[config.mk]
export PLATFORM = sky130hd
export DESIGN_NAME = unit_test_sequencer
export DESIGN_NICKNAME = d
export VERILOG_FILES = /design/src/rtl/unit_test_sequencer.sv
export SDC_FILE = /design/constraint.sdc
export NUM_CORES = 1
export LEC_CHECK = 0
export ABC_AREA = 1
export CAP_MARGIN = 20
export CORE_MARGIN = 5
export CORE_UTILIZATION = 54
export CTS_CLUSTER_SIZE = 28
export DETAILED_ROUTE_END_ITERATION = 12
export PLACE_DENSITY = 0.85
export SYNTH_ARGS = -nofsm -noshare
export SYNTH_HDL_FRONTEND = slang
export SYNTH_SLANG_ARGS = --single-unit
export TNS_END_PERCENT = 10
[constraint.sdc]
create_clock -name clk -period 3 [get_ports clk]
set_input_delay 0.6 -clock clk [delete_from_list [all_inputs] [get_ports clk]]
set_output_delay 0.6 -clock clk [all_outputs]
set_load 0.02 [all_outputs]
[src/rtl/unit_test_sequencer.sv]
// Initiator end of the unit-test start/finish handshake: on go, launches every enabled
// test in index order, waits for finish or timeout, and records timeouts, stale finishes and cycle counts.
module unit_test_sequencer #(
  parameter int N_TESTS = 8,
  parameter int TIMEOUT = 1024
) (
  input  logic                               clk,
  input  logic                               rst_n,
  input  logic                               go,
  input  logic [N_TESTS-1:0]                 en_mask,
  input  logic [N_TESTS-1:0]                 finish,
  output logic [N_TESTS-1:0]                 start,
  output logic                               busy,
  output logic                               done,
  output logic [4:0]                         cur_idx,
  output logic [N_TESTS-1:0]                 timeout_mask,
  output logic [N_TESTS-1:0]                 stale_mask,
  output logic [$clog2(TIMEOUT+1)-1:0]       last_cycles,
  output logic [31:0]                        total_cycles
);

  localparam int CW = $clog2(TIMEOUT + 1);
  localparam int IW = (N_TESTS > 1) ? $clog2(N_TESTS) : 1;

  // Handshake: start[i] is the request, held high until finish[i] is sampled high
  // or TIMEOUT wait cycles elapse; start drops on the edge that leaves WAIT.
  typedef enum logic [2:0] {
    S_IDLE   = 3'd0,
    S_LAUNCH = 3'd1,
    S_WAIT   = 3'd2,
    S_NEXT   = 3'd3,
    S_DONE   = 3'd4
  } state_t;

  state_t              state, state_nxt;
  logic [N_TESTS-1:0]  start_nxt;
  logic [4:0]          idx_nxt;
  logic [CW-1:0]       timer, timer_nxt;
  logic [N_TESTS-1:0]  tmask_nxt, smask_nxt;
  logic [CW-1:0]       last_nxt;
  logic [31:0]         total_nxt;

  logic [IW-1:0]       idx;
  logic [CW-1:0]       t;
  logic [32:0]         sum_wide;
  logic [31:0]         total_sat;

  assign idx       = cur_idx[IW-1:0];
  assign t         = timer + CW'(1);
  assign sum_wide  = 33'(total_cycles) + 33'(t);
  assign total_sat = sum_wide[32] ? 32'hFFFF_FFFF : sum_wide[31:0];

  assign busy = (state == S_LAUNCH) || (state == S_WAIT) || (state == S_NEXT);
  assign done = (state == S_DONE);

  always_ff @(posedge clk) begin
    if (!rst_n) begin
      state        <= S_IDLE;
      start        <= '0;
      cur_idx      <= '0;
      timer        <= '0;
      timeout_mask <= '0;
      stale_mask   <= '0;
      last_cycles  <= '0;
      total_cycles <= '0;
    end else begin
      state        <= state_nxt;
      start        <= start_nxt;
      cur_idx      <= idx_nxt;
      timer        <= timer_nxt;
      timeout_mask <= tmask_nxt;
      stale_mask   <= smask_nxt;
      last_cycles  <= last_nxt;
      total_cycles <= total_nxt;
    end
  end

  always_comb begin
    state_nxt = state;
    start_nxt = start;
    idx_nxt   = cur_idx;
    timer_nxt = timer;
    tmask_nxt = timeout_mask;
    smask_nxt = stale_mask;
    last_nxt  = last_cycles;
    total_nxt = total_cycles;

    case (state)
      S_IDLE, S_DONE: begin
        if (go) begin
          idx_nxt   = '0;
          tmask_nxt = '0;
          smask_nxt = '0;
          last_nxt  = '0;
          total_nxt = '0;
          state_nxt = S_LAUNCH;
        end
      end

      S_LAUNCH: begin
        if (!en_mask[idx]) begin
          state_nxt = S_NEXT;
        end else begin
          if (finish[idx]) smask_nxt[idx] = 1'b1;
          start_nxt      = '0;
          start_nxt[idx] = 1'b1;
          timer_nxt      = '0;
          state_nxt      = S_WAIT;
        end
      end

      S_WAIT: begin
        // finish is checked first so it wins over a coincident timeout
        if (finish[idx]) begin
          last_nxt  = t;
          total_nxt = total_sat;
          start_nxt = '0;
          state_nxt = S_NEXT;
        end else if (t == CW'(TIMEOUT)) begin
          tmask_nxt[idx] = 1'b1;
          last_nxt       = t;
          total_nxt      = total_sat;
          start_nxt      = '0;
          state_nxt      = S_NEXT;
        end else begin
          timer_nxt = t;
        end
      end

      S_NEXT: begin
        start_nxt = '0;
        if (cur_idx == 5'(N_TESTS - 1)) begin
          state_nxt = S_DONE;
        end else begin
          idx_nxt   = cur_idx + 5'd1;
          state_nxt = S_LAUNCH;
        end
      end

      default: state_nxt = S_IDLE;
    endcase
  end

endmodule
==> load_flow_metrics.sql <==
INSERT INTO impl_metrics (metric_group, metric, value, unit) VALUES
('run_status', 'run_status', 'finished, final reports clean', ''),
('yosys', 'synth_fp_nets', '964', ''),
('routing', 'vias_per_std_cell', '5.36', ''),
('timing', 'timing.max_slew.rel_slack', '58.7', '%'),
('layout', 'number_of_antenna_cells_inserted', '0', ''),
('grt', 'grt_util_met2', '39.9', '%'),
('timing', 'setup-violations-final', '0', ''),
('layout', 'finish.net_count', '1051', ''),
('die', 'core_box_area', '10300', 'um^2'),
('die', 'floorplan.die.width', '112', 'um'),
('grt', 'antenna_violations_before_repair', '0', ''),
('routing', 'route.vias.total', '6210', ''),
('layout', 'fraction_of_final_layout_cells_with_drive_strength_greater_than_1', '7.93', '%'),
('clock_network', 'numCtsBuffers', '9', ''),
('yosys', 'synth_top_area_share', '30.5', '%'),
('routing', 'drt_drc_violations_left', '0', ''),
('clock_network', 'tritoncts', 'done', ''),
('placement', 'preCtsSetupSlack', '0.141', 'ns'),
('timing', 'post-route-period-util', '92.3', '%'),
('grt', 'global_route.overflow_total', '0', ''),
('clock_network', 'clk_root_buffer_cell', 'clkbuf_8', ''),
('clock_network', 'cts.sinks', '86', ''),
('worst_setup_path', 'path_common_cell', 'nand2_1', ''),
('routing', 'detail_route.iter0.violations', '500', ''),
('placement', 'place_inst', '1143', ''),
('yosys', 'syn-cell-area', '5650', 'um^2'),
('grt', 'grt.met3_usage', '3.67', '%'),
('routing', 'routed_wire_length_per_instance', '13.9', 'um'),
('worst_hold_path', 'min-delay-path-class', 'reg -> reg', ''),
('yosys', 'yosys_register_bits', '86', ''),
('yosys', 'yosysWarningCount', '0', ''),
('timing', 'clock_skew', '0.00726', 'ns'),
('timing', 'timing.fmax', '361', 'MHz'),
('clock_network', 'postCtsSetupBuffers', '0', ''),
('power', 'power', '4.37', 'mW'),
('clock_network', 'source_to_sink_clock_delay_at_the_later_pin_of_the_worst_skew_pair', '0.37', 'ns'),
('grt', 'global_route_layer_with_the_greatest_usage', 'met2', ''),
('routing', 'drt_first_pass_iters', '5', ''),
('job', 'cap_viol_max_count', '0', ''),
('power', 'power.density', '627', 'nW/um^2'),
('worst_setup_path', 'crit_path_cell_trace', 'nand2_1 > nor2_1 > nand4_1 > nand2_1 > inv_1 > ha_1 > nand2_1 > inv_1 > nand2_1 > nor3_1 > nand2_1 > nand2_1 > nand2_1 > nand2_1 > nand3_1 > nand2_1 > nor2_1 > nor2_1 > nor2_1', ''),
('worst_setup_path', 'cp_num_buf_inv', '2', ''),
('layout', 'layout.cells.most_common_list', 'nand2_1, inv_1, nor2_1, clkdlybuf4s50_1, nand3_1', ''),
('worst_hold_path', 'timing.hold.worst.start', 'stale_mask[7]', ''),
('worst_hold_path', 'min_to', 'stale_mask[7]', ''),
('placement', 'globalplace.congestion', '0.968', ''),
('worst_setup_path', 'critical_path_arrival', '3.02', 'ns'),
('yosys', 'synth_largest_area_cell', 'dfxtp_1', ''),
('die', 'design.portCount', '93', ''),
('timing', 'grt_setup_unrepaired', 'yes', ''),
('worst_setup_path', 'timing.rr.end', 'total_cycles[30]', ''),
('routing', 'drt-total-wl', '16100', 'um'),
('layout', 'flow.area_growth_from_synthesis', '23.3', '%'),
('placement', 'detailed_place.area', '6690', 'um^2'),
('grt', 'grt_max_degree', '43', ''),
('die', 'dieHeight', '112', 'um'),
('clock_network', 'number_of_hold_buffers_added_after_cts', '0', ''),
('timing', 'worst_pin_slew', '0.614', 'ns'),
('clock_network', 'htreeDepth', '3', ''),
('worst_setup_path', 'worst_ep_required_time', '3.25', 'ns'),
('clock_network', 'cts.reportedPaths.clkPinSlew', '0.09', 'ns'),
('yosys', 'synth.area.top_cells', 'dfxtp_1, nand2_1, nand3_1', ''),
('worst_setup_path', 'cpPeakStageDelay', '0.42', 'ns'),
('worst_setup_path', 'r2r_setup_slack', '0.23', 'ns'),
('layout', 'commonest_non_fill_non_tap_cell_in_the_layout', 'nand2_1', ''),
('die', 'num_rows', '37', ''),
('timing', 'layout_setup_ws', '0.231', 'ns'),
('worst_setup_path', 'worst_r2r_startpoint', 'timer[6]', ''),
('layout', 'fin_util', '67.8', '%'),
('die', 'dieArea', '12600', 'um^2'),
('timing', 'finalHoldViolations', '0', '');
-- registers in the layout, summed over array words and instances (netlist names) --
register,count
total_cycles,32
last_cycles,11
timer,11
stale_mask,8
start,8
timeout_mask,8
cur_idx,5
state,3
-- final cells by class --
cell class | instances | area (um^2)
inverters | 116 | 440
multi-input cells | 698 | 3370
clock inverters | 5 | 85.1
fillers | 939 | 3310
flip-flops and latches | 86 | 1730
clock buffers | 10 | 128
well taps | 136 | 170
repair buffers | 107 | 1050
-- synthesized netlist by cell type --
cell type / n
inv_2: 8
buf_4: 4
inv_1: 107
nand3b_1: 4
a31oi_1: 3
xor2_1: 5
a21oi_1: 87
ha_1: 13
dfxtp_1: 86
nor3_1: 13
buf_6: 3
inv_6: 1
o21ai_1: 2
nand3_4: 1
buf_1: 1
nand2_4: 1
nand2_8: 2
nand3_1: 91
nor2_8: 1
nand2_1: 301
nand3_2: 2
nor3_2: 2
o21ai_0: 7
nand4_4: 1
nor2_1: 106
a21boi_0: 1
a21oi_2: 1
o21bai_1: 1
nand4_1: 23
and2_1: 1
buf_2: 8
clkbuf_1: 15
nand2_2: 4
a211oi_1: 1
or2_2: 9
fa_1: 1
nor2_4: 1
xnor2_1: 6
nor2_2: 7
-- worst max-delay path by stage --
stage | from | endpoint | slack [ns] | depth (start not counted)
global route | timer[6] | total_cycles[30] | -0.02 | 19
finish | timer[6] | total_cycles[30] | 0.23 | 19
floorplan | timer[2] | total_cycles[15] | 0.35 | 18
detailed placement | timer[0] | total_cycles[31] | 0.14 | 20
global placement | timer[0] | total_cycles[31] | 0.20 | 20
CTS | timer[0] | total_cycles[31] | 0.05 | 20
-- where the power goes --
group          internal (mW)  switching [mW]  leakage (nW)  total [mW]
logic                  0.639            1.40          2.10        2.04
clock network          0.468           0.446         0.103       0.914
registers               1.29           0.125         0.698        1.42
total                   2.40            1.97          2.90        4.37
-- logic make-up after synthesis --
| group | share of synthesized area, % |
|---|---|
| adder cells (fa/ha/maj) | 3.23 |
| flip-flops | 30.5 |
| buffers and inverters | 10.7 |
| AND/OR/NAND/NOR | 44.5 |
| AO/OA/AOI/OAI | 9.39 |
| XOR/XNOR | 1.71 |
-- stage by stage --
step,hold WS [ns],TNS (ns)
global placement,0.442,0
finish,0.456,0
floorplan,0.467,0
global route,0.487,-0.0189
CTS,0.458,0
detailed placement,0.444,0
-- tightest hold or removal path: cells and delay by family, from the launching register on --
family,cells,cell delay (ns)
flip-flops,1,0.32
buffers and inverters,1,0.05
AO/OA/AOI/OAI,1,0.05
-- repair_timing --
action | 4_1_cts | 5_1_grt
setup endpoints to repair | 0 | 31
endpoints found under the hold margin | 0 | 0
resized for setup | 0 | 16
-- metal layers --
layer,share of wire [%],vias to the layer above
met4,1.7,0
met1,45,2797
met5,0,-
met3,7.5,24
li1,-,3136
met2,45,253
(Power assumes the default switching activity.)
